--- src/rtl/sync_fifo_fwft_pkg.sv ---
// Shared definitions for the sync_fifo_fwft family: read-mode encodings and
// an elaboration-time log2 helper used to validate the address width.
package sync_fifo_fwft_pkg;

    localparam int unsigned FIFO_MODE_STD  = 0;
    localparam int unsigned FIFO_MODE_FWFT = 1;

    function automatic int unsigned fifo_clog2(input int unsigned value);
        int unsigned r;
        r = 0;
        for (int unsigned i = 0; i < 32; i++) begin
            if ((64'd1 << i) < 64'(value)) r = i + 1;
        end
        return r;
    endfunction

endpackage

--- src/rtl/fifo_mem.sv ---
// FIFO storage array: synchronous write port, asynchronous read port.
// Contents are intentionally not reset; flush/reset only move the pointers.
module fifo_mem #(
    parameter int unsigned data_width   = 8,
    parameter int unsigned fifo_depth   = 16,
    parameter int unsigned address_size = 4
) (
    input  logic                    clk,
    input  logic                    we,
    input  logic [address_size-1:0] waddr,
    input  logic [data_width-1:0]   wdata,
    input  logic [address_size-1:0] raddr,
    output logic [data_width-1:0]   rdata
);

    logic [data_width-1:0] mem [fifo_depth];

    always_ff @(posedge clk) begin
        if (we) mem[waddr] <= wdata;
    end

    assign rdata = mem[raddr];

endmodule

--- src/rtl/sync_fifo_fwft.sv ---
// Single-clock FIFO with occupancy count, programmable almost flags, synchronous
// flush and a selectable standard (registered) or first-word-fall-through read path.
module sync_fifo_fwft
    import sync_fifo_fwft_pkg::*;
#(
    parameter int unsigned data_width   = 8,
    parameter int unsigned fifo_depth   = 16,
    parameter int unsigned address_size = 4,
    parameter int unsigned fwft_mode    = FIFO_MODE_STD
) (
    input  logic                    clk,
    input  logic                    reset,
    input  logic                    clear,
    input  logic                    wr_en,
    input  logic [data_width-1:0]   w_data,
    input  logic                    rd_en,
    input  logic [address_size:0]   af_thresh,
    input  logic [address_size:0]   ae_thresh,
    output logic [data_width-1:0]   r_data,
    output logic                    valid,
    output logic                    full,
    output logic                    empty,
    output logic                    almost_full,
    output logic                    almost_empty,
    output logic [address_size:0]   count,
    output logic                    overflow,
    output logic                    underflow
);

    localparam int unsigned pw = address_size + 1;

    if (address_size != fifo_clog2(fifo_depth) || fifo_depth != (32'd1 << address_size)
        || fifo_depth < 4) begin : g_param_check
        $error("sync_fifo_fwft: fifo_depth must be a power of two >= 4 and address_size its log2");
    end

    logic [pw-1:0]         wr_ptr;
    logic [pw-1:0]         rd_ptr;
    logic [data_width-1:0] head_data;
    logic                  wr_acc;
    logic                  rd_acc;

    // Extra wrap bit makes the pointer difference span 0..fifo_depth exactly.
    assign count        = wr_ptr - rd_ptr;
    assign full         = (count == pw'(fifo_depth));
    assign empty        = (count == '0);
    assign almost_full  = (count >= af_thresh);
    assign almost_empty = (count <= ae_thresh);

    // Acceptance looks at current state only; flush overrides both requests.
    assign wr_acc = wr_en && !full  && !clear;
    assign rd_acc = rd_en && !empty && !clear;

    always_ff @(posedge clk or posedge reset) begin
        if (reset) begin
            wr_ptr    <= '0;
            rd_ptr    <= '0;
            overflow  <= 1'b0;
            underflow <= 1'b0;
        end else if (clear) begin
            wr_ptr    <= '0;
            rd_ptr    <= '0;
            overflow  <= 1'b0;
            underflow <= 1'b0;
        end else begin
            if (wr_acc) wr_ptr <= wr_ptr + pw'(1);
            if (rd_acc) rd_ptr <= rd_ptr + pw'(1);
            overflow  <= wr_en && full;
            underflow <= rd_en && empty;
        end
    end

    fifo_mem #(
        .data_width   (data_width),
        .fifo_depth   (fifo_depth),
        .address_size (address_size)
    ) u_mem (
        .clk   (clk),
        .we    (wr_acc),
        .waddr (wr_ptr[address_size-1:0]),
        .wdata (w_data),
        .raddr (rd_ptr[address_size-1:0]),
        .rdata (head_data)
    );

    if (fwft_mode == FIFO_MODE_FWFT) begin : g_fwft
        // Head word is shown directly; masked to zero while nothing is stored.
        assign r_data = empty ? '0 : head_data;
        assign valid  = !empty;
    end else begin : g_std
        always_ff @(posedge clk or posedge reset) begin
            if (reset) begin
                r_data <= '0;
                valid  <= 1'b0;
            end else if (rd_acc) begin
                r_data <= head_data;
                valid  <= 1'b1;
            end else begin
                valid  <= 1'b0;
            end
        end
    end

endmodule

--- config.mk ---
export PLATFORM = sky130hd
export DESIGN_NAME = sync_fifo_fwft
export DESIGN_NICKNAME = d
export VERILOG_FILES = /design/src/rtl/sync_fifo_fwft_pkg.sv /design/src/rtl/fifo_mem.sv /design/src/rtl/sync_fifo_fwft.sv
export SDC_FILE = /design/constraint.sdc
export NUM_CORES = 1
export LEC_CHECK = 0
export ABC_AREA = 1
export CORE_UTILIZATION = 40
export CTS_CLUSTER_SIZE = 20
export DETAILED_ROUTE_END_ITERATION = 12
export PLACE_DENSITY_LB_ADDON = 0.3
export SYNTH_ARGS = -nofsm -noshare
export SYNTH_HDL_FRONTEND = slang
export SYNTH_SLANG_ARGS = --single-unit
--- constraint.sdc ---
create_clock -name clk -period 3.6 [get_ports clk]
set_input_delay 0.36 -clock clk [delete_from_list [all_inputs] [get_ports clk]]
set_output_delay 0.36 -clock clk [all_outputs]
set_load 0.02 [all_outputs]
# Word level (Yosys, flattened, before mapping)
# Memories as Yosys holds them, arrays and structs flattened. A register that Yosys moved wholly into a read port is not among the register bits.
# Index checks and enable logic that the tools add are counted.
[totals]
latch_bits = 0
n_memories = 1
mem_bits_rw = 128
output_inout_bits = 20
mem_bits_ro = 0
ff_bits = 13
[classes]
n_lt_le_gt_ge = 2
n_bitwise = 0
n_reduce_logical = 12
addsub = 3
div = 0
n_eq_ne = 1
muxes = 9
shifts = 0
multipliers = 0
[mem_list]
columns = ["memory", "words", "width", "rd", "rd_clocked_by_memory_dff", "wr", "line_no", "rtl"]
rows = [
  ["u_mem.mem", 16, 8, 1, 1, 1, "fifo_mem.sv:16", "logic [data_width-1:0] mem [fifo_depth];"],
]
[op_table]
columns = ["op", "count"]
rows = [
  ["5-bit 2-to-1 mux", 4],
  ["5-bit by 1-bit adder with 5-bit output (second input constant)", 2],
  ["1-bit logical AND", 6],
  ["5-bit == test (second input constant)", 1],
  ["5-bit greater-or-equal comparator", 1],
  ["5-bit <= comparator", 1],
  ["5-bit logical NOT", 1],
  ["1-bit 2-to-1 mux", 5],
  ["5-bit subtractor", 1],
  ["2-bit nonzero test", 2],
  ["1-bit logical NOT", 3],
]

# Longest topological paths before layout
[depth]
word_depth = 7
mapped_depth = 13
ltp_nobuf = 13

# Modules after synthesis
# A second synthesis with hierarchy kept.
[hier_totals]
cells_unflattened = 725
hier_area_um2 = 7026.7
[modules_own_cells]
columns = ["mod", "n_inst", "area_each_um2", "seq_area_each_um2", "cells_per_inst"]
rows = [
  ["fifo_mem", 1, 5606.6, 3843.7, 543],
  ["sync_fifo_fwft", 1, 1420.1, 525.5, 182],
]

# Worst setup path after synthesis
# OpenSTA, ideal clock, no wires.
[synth_path]
path_type = "register -> output"
from = "reg wr_ptr[0]"
to = "out almost_empty"
path_slack_ns = 0.492
stages_incl_launch_ff = 13
t_arrival_ns = 2.748
required_ns = 3.240
path_cell_list = "dfrtp_1 inv_1 ha_1 fa_1 nand3b_1 nand2_1 xor2_1 ha_1 nand3_1 nand2_1 inv_1 nand3_1 nand2_1"
[synth_via]
elab_chain_len = 2
[synth_lines]
columns = ["element", "line_no", "rtl"]
rows = [
  ["start, declared", "sync_fifo_fwft.sv:37", "logic [pw-1:0] wr_ptr;"],
  ["start signal, assigned", "sync_fifo_fwft.sv:66", "if (wr_acc) wr_ptr <= wr_ptr + pw'(1);"],
  ["5-bit subtractor", "sync_fifo_fwft.sv:44", "assign count = wr_ptr - rd_ptr;"],
  ["net count[4]", "sync_fifo_fwft.sv:25", "output logic [address_size:0] count,"],
  ["5-bit <= comparator", "sync_fifo_fwft.sv:48", "assign almost_empty = (count <= ae_thresh);"],
  ["end, declared", "sync_fifo_fwft.sv:24", "output logic almost_empty,"],
]
# The timed path passes the listed nets, and every way through them passes these cells.

# Worst setup path after layout
[layout_path]
from = "reg wr_ptr[0]"
to = "out almost_empty"
[layout_via]
elab_chain_len = 2
[layout_lines]
columns = ["element", "line_no"]
rows = [
  ["5-bit subtractor", "sync_fifo_fwft.sv:44"],
  ["5-bit <= comparator", "sync_fifo_fwft.sv:48"],
]
# Every way passes these cells.

==> flow_metrics.tcl <==
set metrics [dict create \
    status "finished clean" \
    clkPwrFrac_pct 32.5 \
    power.switching_mw 1.844 \
    finalWirelength_mm 15.05 \
    synth_cell_types 29 \
    via_count 4592 \
    worst-path-buf-inv 3 \
    grt_pass1_vias 4401 \
    nets 691 \
    syn_inst 590 \
    hold_violations 0 \
    top_layer_used "met4" \
    die_x_um 130.1 \
    cp.arrival_ps 3030 \
    overflow 0 \
    power.density_mw_per_mm2 718.3 \
    viasPerCell 5.230 \
    p_sw_share_pct 32.28 \
    drive_gt1_share_pct 9.970 \
    cts_tree "yes" \
    p_int_mw 3.868 \
    cts_root_buf "clkbuf_16" \
    synth-seq-area-share_pct 66.60 \
    fin_crit_sh_pct 94.10 \
    crit_path_max_incr_delay_ps 430 \
    worst_pin_slew_ps 783.8 \
    wl_met3_um 871 \
    wirelength_met1_mm 6.709 \
    r2r_start "rd_ptr[1]$_DFFE_PP0P_" \
    leakage_nw 2.994 \
    slew_headroom_pct 47.69 \
    clock-skew-final_ps 11.25 \
    worst_path_most_repeated_cell "nand2_1" \
    synth_top_area_share_pct 58.59 \
    num-fill-cells 1391 \
    p_seq_share_pct 35.4 \
    yosysTopAreaCell "edfxtp_1" \
    insertion_delay_ps 420 \
    final_cell_mix "128 x edfxtp_1, 106 x nor2_1, 87 x nand2_1" \
    final_common_cell "edfxtp_1" \
    hold_ws_ps 400.5 \
    remaining_drc_errors 0 \
    crit_path_max_fanout 4 \
    syn_area_mm2 0.006560 \
    final_max_slew_viol_count 0 \
    grt_pass1_wl_mm 23.66 \
    crit_required_ps 3240 \
    die_h_um 130.1 \
    ys_ff_latch 149 \
    ios 43 \
    tns_ps 0 \
    final_antenna_net_count 0 \
    grtUsageTotal_pct 19.12 \
    fmaxAchievable_mhz 295.2 \
    p_comb_share_pct 32.1 \
    crit_chain "inv_1 -> ha_1 -> fa_1 -> nand3b_1 -> nand2_1 -> xor2_1 -> ha_1 -> nand3_1 -> nand2_1 -> inv_1 -> nand3_1 -> nand2_1 -> clkdlybuf4s15_1" \
    wl_per_cell_um 17.14 \
    rsz0062_at_grt "no" \
    finalSetupViolations 0 \
    place.gp.congestion 0.8222 \
    path_delay_family "adder cells" \
    cts_sinks 149 \
    hp-class "in -> async" \
    wl_met2_mm 7.148 \
    io_buffers 42 \
    fp-row-count 46 \
    detailed_place_hpwl_mm 9.626 \
    synth_nets 630 \
    drt_iter0_drc 443 \
    die-area_mm2 0.01692 \
    cts_hold_buf 0 \
    antenna_found_initial 0 \
    first_pass_iters 7 \
    cts_buffer_depth 2 \
    critical_path_class "reg -> out" \
    htreeDepth 4 \
    clkTransAtPathRegs_ps 60 \
    fin_crit_ps 3388 \
    start_util_pct 41.15 \
    grt_max_degree 69 \
    antenna_cells 0 \
    postSynthAreaPerCell_um2 11.12 \
    cts_buffers 17 \
    yosys_warnings 0 \
    vdd_drop_max_v 0.0006214 \
    cp-end-kind "output port" \
    area_growth_pct 21.23 \
    startpoint_type "flip-flop" \
    critPathLaunch "wr_ptr[0]$_DFFE_PP0P_" \
    cp_slowest_cell "fa_1" \
    core_area_mm2 0.01594 \
    maxCapViolCount 0 \
    synth_area_leaders "edfxtp_1 59%, dfrtp_1 8.0%, nor2_1 6.1%, nand2_1 5.0%, o21ai_0 4.9%" \
]
-- Yosys cell counts --
library cell  instances
o21bai_1              1
buf_2                 7
nand3_1              41
o21ai_0              64
inv_2                 3
a21oi_1               3
clkinv_1              1
nand2_1              87
xor2_1                4
xnor2_1               3
nand4_1               7
nor3_2                1
and2_1                1
inv_1                32
a21boi_0              1
nand3_2               1
edfxtp_1            128
o211ai_1             16
ha_1                 16
buf_4                 2
nor2_4                3
nand3b_1              2
xnor2_2               1
o22ai_1              17
fa_1                  1
dfrtp_1              21
nor2_1              106
nand2_2               3
clkbuf_1             17
-- final timing paths --
path                                        endpoint  slack, ps  depth (start not counted)
setup reg to reg           u_mem.mem[8][0]$_DFFE_PP_        560                         14
min in group clk               r_data[4]$_DFFE_PP0P_        480                          2
hold reg to reg                r_data[4]$_DFFE_PP0P_        480                          2
setup / recovery                        almost_empty        210                         13
max in group asynchronous      rd_ptr[0]$_DFFE_PP0P_       2660                          2
hold / removal                       valid$_DFF_PP0_        400                          2
-- repair_timing --
item | 4_1_cts | 5_1_grt
buffers inserted | 1 | 0
setup endpoints to repair | 2 | 2
gates resized for setup | 1 | 2
-- flip-flops by register name, indices dropped and copies added (netlist names) --
register   count
overflow       1
u_mem.mem    128
underflow      1
wr_ptr         5
valid          1
rd_ptr         5
r_data         8
-- worst register-to-register path, cell delays in order (launching register included) --
cell     delay, ps
dfrtp_1        390
buf_4          250
inv_1           70
buf_4          210
ha_1           220
a21oi_1        240
nand2_1        110
nand2_1        100
nand2_2         90
nand2_2        130
nor2_4          60
nor2_1         300
nand2_1        170
nor2_1         170
buf_4          220
-- cell type report --
type	count	area (um^2)	share of cell area, %
multi-input combinational	379	1942	24.42
clock buffer	19	432.9	5.444
inverter	36	135.1	1.699
clock inverter	11	183.9	2.313
tap	216	270.3	3.398
timing repair buffer	68	618.1	7.772
sequential	149	4370	54.96
-- per-layer routing --
metal	global-route usage [%]	vias up
met1	25.69	2216
met3	3.198	21
met2	30.54	171
met5	0	-
met4	8.482	0
li1	-	2184
-- stage by stage --
step                cell area, um^2  utilization (%)  total power [mW]  worst slack [ps]  instances
CTS                            7949            49.86             5.763             95.52        878
floorplan                      6560                -             3.237             491.9        590
global route                   7953            49.88             6.034             21.30        878
global placement               7326            45.95             3.869             370.1        847
finish                         7953            49.88             5.712             212.4        878
detailed placement             7326            45.95             3.902             220.0        847
-- cell families (layout without fill, tap and decap cells) --
kind of cell	count (synthesis)	count (layout)	synth area share (%)
simple gates	252	252	16.27
xor+xnor	8	8	1.183
fa+ha+maj	17	17	3.357
flops	149	149	66.60
compound gates	102	102	8.793
buf+inv	62	134	3.795
-- power by group through the flow --
| stage | sequential [mW] | clock, mW | combinational [mW] |
|---|---|---|---|
| after global placement | 2.05 | 0 | 1.82 |
| after detailed placement | 2.06 | 0 | 1.84 |
| after global routing | 2.03 | 1.96 | 2.05 |
| final | 2.02 | 1.86 | 1.83 |
| after CTS | 2.02 | 1.89 | 1.85 |
| after floorplan | 2.12 | 0 | 1.12 |
Note: power is estimated with default switching activity, not from simulation.
